$ cat src/rtl/dcf77_encoder.sv
// DCF77 time-code envelope generator: a shadow register captures the date/time on load and
// is copied into the transmit frame at every minute boundary; dcf_out = 1 means reduced carrier.
module dcf77_encoder #(
  parameter int tick_div = 10000
) (
  input  logic        clk,
  input  logic        rst,
  input  logic        enable,
  input  logic        load,
  input  logic [13:0] broadcast,
  input  logic        r,
  input  logic        a1,
  input  logic        z1,
  input  logic        z2,
  input  logic        a2,
  input  logic [7:0]  minute,
  input  logic [7:0]  hour,
  input  logic [7:0]  day,
  input  logic [2:0]  day_of_week,
  input  logic [7:0]  month,
  input  logic [7:0]  year,
  output logic        dcf_out,
  output logic [5:0]  second,
  output logic        frame_start,
  output logic [1:0]  state_dbg
);

  typedef enum logic [1:0] {
    ST_IDLE  = 2'd0,
    ST_START = 2'd1,
    ST_RUN   = 2'd2
  } state_e;

  localparam int            PW         = $clog2(tick_div);
  localparam logic [PW-1:0] PRESC_LAST = PW'(tick_div - 1);

  state_e        state_q, state_d;
  logic [PW-1:0] presc_q, presc_d;
  logic [9:0]    ms_q, ms_d;
  logic [5:0]    sec_q, sec_d;
  logic [58:0]   shadow_q, shadow_new;
  logic [58:0]   frame_q, frame_d;
  logic          dcf_q, dcf_d;
  logic          fs_q, fs_d;

  logic          tick, ms_wrap, cur_bit;
  logic          p1, p2, p3;
  logic          unused_bits;

  // Parity is even over the BCD groups exactly as they appear in the frame.
  assign p1 = ^minute[6:0];
  assign p2 = ^hour[5:0];
  assign p3 = ^{year, month[4:0], day_of_week, day[5:0]};
  assign unused_bits = ^{minute[7], hour[7:6], day[7:6], month[7:5]};

  assign shadow_new = {p3, year, month[4:0], day_of_week, day[5:0], p2, hour[5:0], p1,
                       minute[6:0], 1'b1, a2, z2, z1, a1, r, broadcast, 1'b0};

  assign tick    = (presc_q == PRESC_LAST);
  assign ms_wrap = tick && (ms_q == 10'd999);
  assign cur_bit = (sec_q <= 6'd58) ? frame_q[sec_q] : 1'b0;

  always_comb begin
    state_d = state_q;
    presc_d = presc_q;
    ms_d    = ms_q;
    sec_d   = sec_q;
    frame_d = frame_q;
    fs_d    = 1'b0;
    dcf_d   = 1'b0;
    case (state_q)
      ST_IDLE: begin
        presc_d = '0;
        ms_d    = '0;
        sec_d   = '0;
        if (enable) state_d = ST_START;
      end
      ST_START: begin
        // Transmission always opens with a full minute mark.
        presc_d = '0;
        ms_d    = '0;
        sec_d   = 6'd59;
        state_d = ST_RUN;
      end
      ST_RUN: begin
        if (!enable) begin
          state_d = ST_IDLE;
          presc_d = '0;
          ms_d    = '0;
          sec_d   = '0;
        end else begin
          presc_d = tick ? '0 : presc_q + 1'b1;
          if (tick) ms_d = ms_wrap ? 10'd0 : ms_q + 10'd1;
          if (ms_wrap) begin
            if (sec_q == 6'd59) begin
              sec_d   = '0;
              frame_d = shadow_q;
              fs_d    = 1'b1;
            end else begin
              sec_d = sec_q + 6'd1;
            end
          end
          dcf_d = (sec_q <= 6'd58) && (ms_q < (cur_bit ? 10'd200 : 10'd100));
        end
      end
      default: state_d = ST_IDLE;
    endcase
  end

  always_ff @(posedge clk or negedge rst) begin
    if (!rst) begin
      state_q  <= ST_IDLE;
      presc_q  <= '0;
      ms_q     <= '0;
      sec_q    <= '0;
      shadow_q <= '0;
      frame_q  <= '0;
      dcf_q    <= 1'b0;
      fs_q     <= 1'b0;
    end else begin
      state_q <= state_d;
      presc_q <= presc_d;
      ms_q    <= ms_d;
      sec_q   <= sec_d;
      frame_q <= frame_d;
      dcf_q   <= dcf_d;
      fs_q    <= fs_d;
      if (load) shadow_q <= shadow_new;
    end
  end

  assign dcf_out     = dcf_q;
  assign second      = sec_q;
  assign frame_start = fs_q;
  assign state_dbg   = state_q;

endmodule

$ cat config.mk
export PLATFORM = sky130hd
export DESIGN_NAME = dcf77_encoder
export DESIGN_NICKNAME = d
export VERILOG_FILES = /design/src/rtl/dcf77_encoder.sv
export SDC_FILE = /design/constraint.sdc
export NUM_CORES = 1
export LEC_CHECK = 0
export ABC_AREA = 0
export ABC_CLOCK_PERIOD_IN_PS = 3400
export BUFFER_PORTS_ARGS = -buffer_cell sky130_fd_sc_hd__buf_2
export CORE_MARGIN = 1
export CORE_UTILIZATION = 35
export CTS_CLUSTER_DIAMETER = 120
export DETAILED_ROUTE_END_ITERATION = 10
export HOLD_SLACK_MARGIN = 0.08
export PLACE_DENSITY = 0.57
export SYNTH_ARGS = -nofsm -noshare
export SYNTH_HDL_FRONTEND = slang
export SYNTH_SLANG_ARGS = --single-unit
$ cat constraint.sdc
create_clock -name clk -period 3.4 [get_ports clk]
set_input_delay 0.17 -clock clk [delete_from_list [all_inputs] [get_ports clk]]
set_output_delay 0.17 -clock clk [all_outputs]
set_load 0.005 [all_outputs]
# Word-level counts from Yosys, hierarchy flattened
# Cells that the tools add are included.
# op_classes
n_addsub	3
reduce_logical	13
n_lt_le_gt_ge	3
n_mux	24
eq_ne	9
# op_table
cell	n
10-bit two-way mux	3
14-bit two-way mux	2
14-bit case mux with 2 select lines	1
22-bit parity	1
10-bit case mux with 2 select lines	1
6-bit two-way mux	3
6-bit case mux with 3 select lines	1
14-bit by 1-bit adder with 14-bit output (second input constant)	1
14-bit equality test (second input constant)	1
10-bit by 1-bit adder with 10-bit output (second input constant)	1
10-bit equality test (second input constant)	1
10-bit by 8-bit less-than comparator with 1-bit output	1
1-bit two-way mux	8
8-bit two-way mux	1
6-bit by 7-bit less-than comparator with 1-bit output (second input constant)	1
7-bit parity	1
6-bit by 1-bit adder with 6-bit output (second input constant)	1
1-bit binary-select mux with 6-bit select	1
6-bit equality test (second input constant)	1
6-bit <= comparator (second input constant)	1
3-bit inequality test (second input constant)	2
2-bit case mux with 3 select lines	1
2-bit AND reduction	3
6-bit parity	1
other kinds (10)	13
# totals
in_bits	66
ff_bits	150
out_inout_bits	10
elab_cells	60

# Longest topological paths before layout
# logic_depth
ltp_word	8
depth_mapped	15
mapped_depth_nobuf	12

# Least setup slack after synthesis
# No wires, ideal clock.
# synth_timing
path_kind	register to register
from	register sec_q[0], in the netlist second[0]
to	register dcf_q, in the netlist dcf_out
n_path_buf	3
path_slack_ns	0.471
t_required_ns	3.334
path_stages_with_launch	16
arrival_ns	2.863
setup_ns	0.066
period_less_slack_ns	2.929
path_cell_list	dfrtp_1 -> buf_4 -> buf_2 -> buf_4 -> mux2i_1 -> a221oi_1 -> o21ai_0 -> nand4_1 -> nand3_1 -> or2_2 -> ha_1 -> o31a_1 -> o211ai_1 -> nor2_1 -> nor2_1 -> o31a_1
# synth_via
elab_chain_len	8
word_cells_on_any_way	9
classes_between	order compare: 2; mux: 6; reduce/logical: 1
# synth_rtl
element	line	rtl
start, declared	40	logic [5:0] sec_q, sec_d;
start signal, assigned	115	sec_q <= '0;
start signal, assigned	124	sec_q <= sec_d;
1-bit binary-select mux with 6-bit select	61	assign cur_bit = (sec_q <= 6'd58) ? frame_q[sec_q] : 1'b0;
1-bit two-way mux (implied by the code)	61	
1-bit two-way mux	61	
8-bit two-way mux	103	dcf_d = (sec_q <= 6'd58) && (ms_q < (cur_bit ? 10'd200 : 10'd100));
10-bit by 8-bit less-than comparator with 1-bit output	103	
1-bit logical AND *	103	
1-bit two-way mux *	86	if (!enable) begin
1-bit two-way mux *	71	case (state_q)
named net dcf_d	43	logic dcf_q, dcf_d;
end signal, assigned	118	dcf_q <= 1'b0;
end signal, assigned	126	dcf_q <= dcf_d;
end, declared	43	
# Mark *: on every way through the listed nets, which the timed path passes. The rest lies on a longest branch. The select of a mux whose other input is x is not followed.
# A chain may end at the register's enable or synchronous reset.

# Final worst setup path
# Ends and elaborated chain as after synthesis.

==> insert_results.sql <==
INSERT INTO impl_metrics (metric_group, metric, value, unit) VALUES
('outcome', 'outcome', 'finished clean', ''),
('floorplan', 'initial_utilization', '0.3610', ''),
('floorplan', 'rows', '51', ''),
('worst_setup_path', 'startpoint_type', 'flop', ''),
('worst_setup_path', 'path_delay_family', 'multiplexers', ''),
('clock_tree', 'cts_buffers', '17', ''),
('clock_tree', 'clock_insertion_delay_worst_skew', '0.42', 'ns'),
('timing', 'tightest_slew', '0.8901', 'ns'),
('worst_setup_path', 'timing_worst_setup_path_type', 'reg2reg', ''),
('cells_and_area', 'antennaDiodeCount', '0', ''),
('placed_design', 'port_buffers', '67', ''),
('global_route', 'gr-usage-all-layers', '0.1511', ''),
('worst_setup_path', 'timing.critical_path.fanout_max', '6', ''),
('timing', 'finalMaxSlewViolations', '0', ''),
('worst_setup_path', 'timing.rr.end', 'dcf_out$_DFF_PN0_', ''),
('floorplan', 'die-area', '20840', 'um2'),
('timing', 'timing.slew.headroom', '0.4066', ''),
('synth', 'post_synth_inst_count', '549', ''),
('cells_and_area', 'layoutNonFillerInstCount', '953', ''),
('synth', 'synth_cell_types', '52', ''),
('global_route', 'first_global_vias', '4788', ''),
('timing', 'setup_slack', '0.2868', 'ns'),
('route', 'detailedRoute.firstIterationViolations', '210', ''),
('floorplan', 'floorplan.core_area', '19650', 'um2'),
('synth', 'flip_flop_and_latch_count_after_synthesis', '150', ''),
('worst_setup_path', 'launch_point_of_the_worst_reg_to_reg_path', 'second[0]$_DFFE_PN0P_', ''),
('cells_and_area', 'layout-area-overhead-vs-synth', '24.51', '%'),
('synth', 'synth_sequential_area_ratio', '0.5291', ''),
('timing', 'setup_viol', '0', ''),
('clock_tree', 'tritoncts', 'done', ''),
('synth', 'synth_edf_count', '0', ''),
('placed_design', 'detailedPlacementHpwl', '9974', 'um'),
('worst_setup_path', 'req_time_crit_path', '3.76', 'ns'),
('timing', 'finalHoldViolCount', '0', ''),
('cells_and_area', 'fin_nets', '751', ''),
('route', 'ant_nets', '0', ''),
('worst_setup_path', 'cp_cell_sequence', 'mux4_2 -> mux4_2 -> nor3b_1 -> or2_2 -> ha_1 -> o31a_1 -> o211ai_1 -> nor2_1 -> nor2_1 -> o31a_1', ''),
('floorplan', 'die-height', '144.4', 'um'),
('worst_setup_path', 'cp_max_delay_cell', 'sky130_fd_sc_hd__dfrtp_1', ''),
('placed_design', 'place_congestion', '0.7955', ''),
('power_and_ir_drop', 'peakVddDrop', '0.3621', 'mV'),
('job', 'max_cap_viols', '0', ''),
('clock_tree', 'number_of_clock_sinks', '150', ''),
('timing', 'grt_setup_unrepaired', 'false', ''),
('placed_design', 'dp_slack', '0.2078', 'ns'),
('worst_setup_path', 'crit_path_end_kind', 'flop', ''),
('timing', 'fin_hold_ws', '0.3655', 'ns'),
('global_route', 'grt_max_degree', '95', ''),
('clock_tree', 'ctsLongestPathBuffers', '2', ''),
('power_and_ir_drop', 'cellLeakagePower', '0.003919', 'uW'),
('timing', 'maxClockFrequency', '0.3212', 'GHz'),
('clock_tree', 'cts-htree-levels', '4', ''),
('power_and_ir_drop', 'total_power', '4682', 'uW'),
('clock_tree', 'buffer_cell_driving_the_clock_tree_root', 'sky130_fd_sc_hd__clkbuf_16', ''),
('route', 'drt-wirelength-per-cell', '15.15', 'um'),
('worst_setup_path', 'worstPathArrival', '3.47', 'ns'),
('worst_setup_path', 'critical_path_buf_inv_count', '0', ''),
('route', 'wirelength', '14440', 'um'),
('route', 'drc', '0', ''),
('synth', 'synth.avg_cell_area', '12.92', 'um2'),
('global_route', 'antenna_found_initial', '0', ''),
('route', 'vias', '4691', ''),
('timing', 'period_share', '0.9157', ''),
('worst_setup_path', 'r2r.worst_path.cells', '10', ''),
('clock_tree', 'cts.clk_slew.worst_paths', '0.06', 'ns'),
('route', 'vias_per_cell', '4.922', ''),
('timing', 'finalSetupTns', '0', 'ns'),
('synth', 'yosysWarnings', '0', ''),
('timing', 'final_worst_clock_skew', '0.007869', 'ns'),
('hold_path', 'hold_class', 'in2async', ''),
('synth', 'synth_area', '7094', 'um2');
-- where the power goes --
part / switching, uW / internal (uW)
Combinational: 476 / 384
Clock: 786 / 1030
Sequential: 105 / 1900
-- synth_stat cells (all sizes together) (2+ instances only) --
| cell type | n | area (um2) |
|---|---|---|
| mux2i | 13 | 130.1 |
| nor2b | 3 | 18.77 |
| a31oi | 2 | 12.51 |
| a211oi | 2 | 15.01 |
| dfrtp | 150 | 3754 |
| a221oi | 2 | 17.52 |
| nor2 | 37 | 153.9 |
| xor2 | 14 | 122.6 |
| inv | 8 | 30.03 |
| or4 | 2 | 18.77 |
| nand4 | 6 | 37.54 |
| or3 | 2 | 12.51 |
| o211ai | 2 | 15.01 |
| nand3 | 15 | 80.08 |
| xnor2 | 30 | 262.8 |
| nor3 | 4 | 20.02 |
| buf | 15 | 110.1 |
| a21oi | 8 | 40.04 |
| o21ai | 26 | 130.1 |
| mux4 | 11 | 247.7 |
| or4bb | 2 | 22.52 |
| o41ai | 3 | 60.06 |
| and3 | 3 | 18.77 |
| o31a | 2 | 17.52 |
| o22ai | 2 | 12.51 |
| clkbuf | 10 | 37.54 |
| or2 | 2 | 12.51 |
| ha | 10 | 125.1 |
| nor4 | 4 | 40.04 |
| and2 | 4 | 25.02 |
| a41oi | 2 | 17.52 |
| nand2 | 30 | 115.1 |
| mux2 | 115 | 1295 |
-- cell type report --
type	instances	area (um2)
sequential	150	3754
multi-input combinational	366	3163
clock buffer	19	432.9
inverter	8	30.03
clock inverter	13	136.4
tap	265	331.6
fill	1860	10820
timing repair buffer	132	985.9
-- cell families (layout without fill, tap and decap cells) --
kind of cell	count (synthesis)	after routing	share of synthesized area
AO/OA/AOI/OAI	55	55	0.05221
XOR/XNOR	44	44	0.05432
adder cells (fa/ha/maj)	10	10	0.01764
buffers and inverters	33	172	0.02504
flip-flops	150	150	0.5291
multiplexers	139	139	0.2358
AND/OR/NAND/NOR	118	118	0.08589
-- how the worst max path moves through the flow --
| stage | start | end | depth (start not counted) |
|---|---|---|---|
| final | second[0]$_DFFE_PN0P_ | dcf_out$_DFF_PN0_ | 10 |
| after global routing | second[0]$_DFFE_PN0P_ | dcf_out$_DFF_PN0_ | 13 |
| after CTS | second[0]$_DFFE_PN0P_ | dcf_out$_DFF_PN0_ | 13 |
| after detailed placement | second[0]$_DFFE_PN0P_ | dcf_out$_DFF_PN0_ | 13 |
| after global placement | second[0]$_DFFE_PN0P_ | dcf_out$_DFF_PN0_ | 13 |
| after floorplan | second[0]$_DFFE_PN0P_ | dcf_out$_DFF_PN0_ | 15 |
-- worst register-to-register path, stage by stage, from the launching register on --
cell,delay (ns)
sky130_fd_sc_hd__dfrtp_1,0.54
sky130_fd_sc_hd__mux4_2,0.54
sky130_fd_sc_hd__mux4_2,0.49
sky130_fd_sc_hd__nor3b_1,0.32
sky130_fd_sc_hd__or2_2,0.19
sky130_fd_sc_hd__ha_1,0.23
sky130_fd_sc_hd__o31a_1,0.24
sky130_fd_sc_hd__o211ai_1,0.21
sky130_fd_sc_hd__nor2_1,0.08
sky130_fd_sc_hd__nor2_1,0.09
sky130_fd_sc_hd__o31a_1,0.13
-- registers in the layout (all words and copies together), names as in the netlist --
name / flops
frame_q: 58
shadow_q: 58
presc_q: 14
ms_q: 10
second: 6
state_dbg: 2
dcf_out: 1
frame_start: 1
-- per-layer routing --
| metal | share of wire | GRT usage | vias to the layer above |
|---|---|---|---|
| met5 | 0 | 0 | - |
| met3 | 0.041 | 0.03940 | 12 |
| met1 | 0.47 | 0.2040 | 2366 |
| li1 | - | - | 2228 |
| met4 | 0.010 | 0.04654 | 0 |
| met2 | 0.48 | 0.2368 | 85 |
-- timing repair --
action	in CTS	in global routing
endpoints found under the setup margin	0	1
hold buffers	56	0
endpoints found under the hold margin	148	0
setup buffers	0	0
gates resized for setup	0	1
-- through the flow --
stage / instance area [um2] / util
2_1_floorplan: 7094 / -
3_3_place_gp: 7700 / 0.3918
3_5_place_dp: 7700 / 0.3918
4_1_cts: 8830 / 0.4493
5_1_grt: 8833 / 0.4495
6_report: 8833 / 0.4495
-- cells in the final DEF, fill, tap and decap left out, types with 7 or more instances in the layout --
master,n
sky130_fd_sc_hd__mux2_2,95
sky130_fd_sc_hd__dlygate4sd3_1,56
sky130_fd_sc_hd__mux2_1,20
sky130_fd_sc_hd__clkbuf_16,17
sky130_fd_sc_hd__inv_1,8
sky130_fd_sc_hd__o21ai_0,26
sky130_fd_sc_hd__mux2i_1,13
sky130_fd_sc_hd__buf_2,66
sky130_fd_sc_hd__nor2_1,33
sky130_fd_sc_hd__a21oi_1,8
sky130_fd_sc_hd__xnor2_1,30
sky130_fd_sc_hd__mux4_2,11
sky130_fd_sc_hd__xor2_1,14
sky130_fd_sc_hd__dfrtp_1,150
sky130_fd_sc_hd__ha_1,10
sky130_fd_sc_hd__buf_4,7
sky130_fd_sc_hd__nand3_1,14
sky130_fd_sc_hd__nand2_1,29
(Power assumes the default switching activity.)
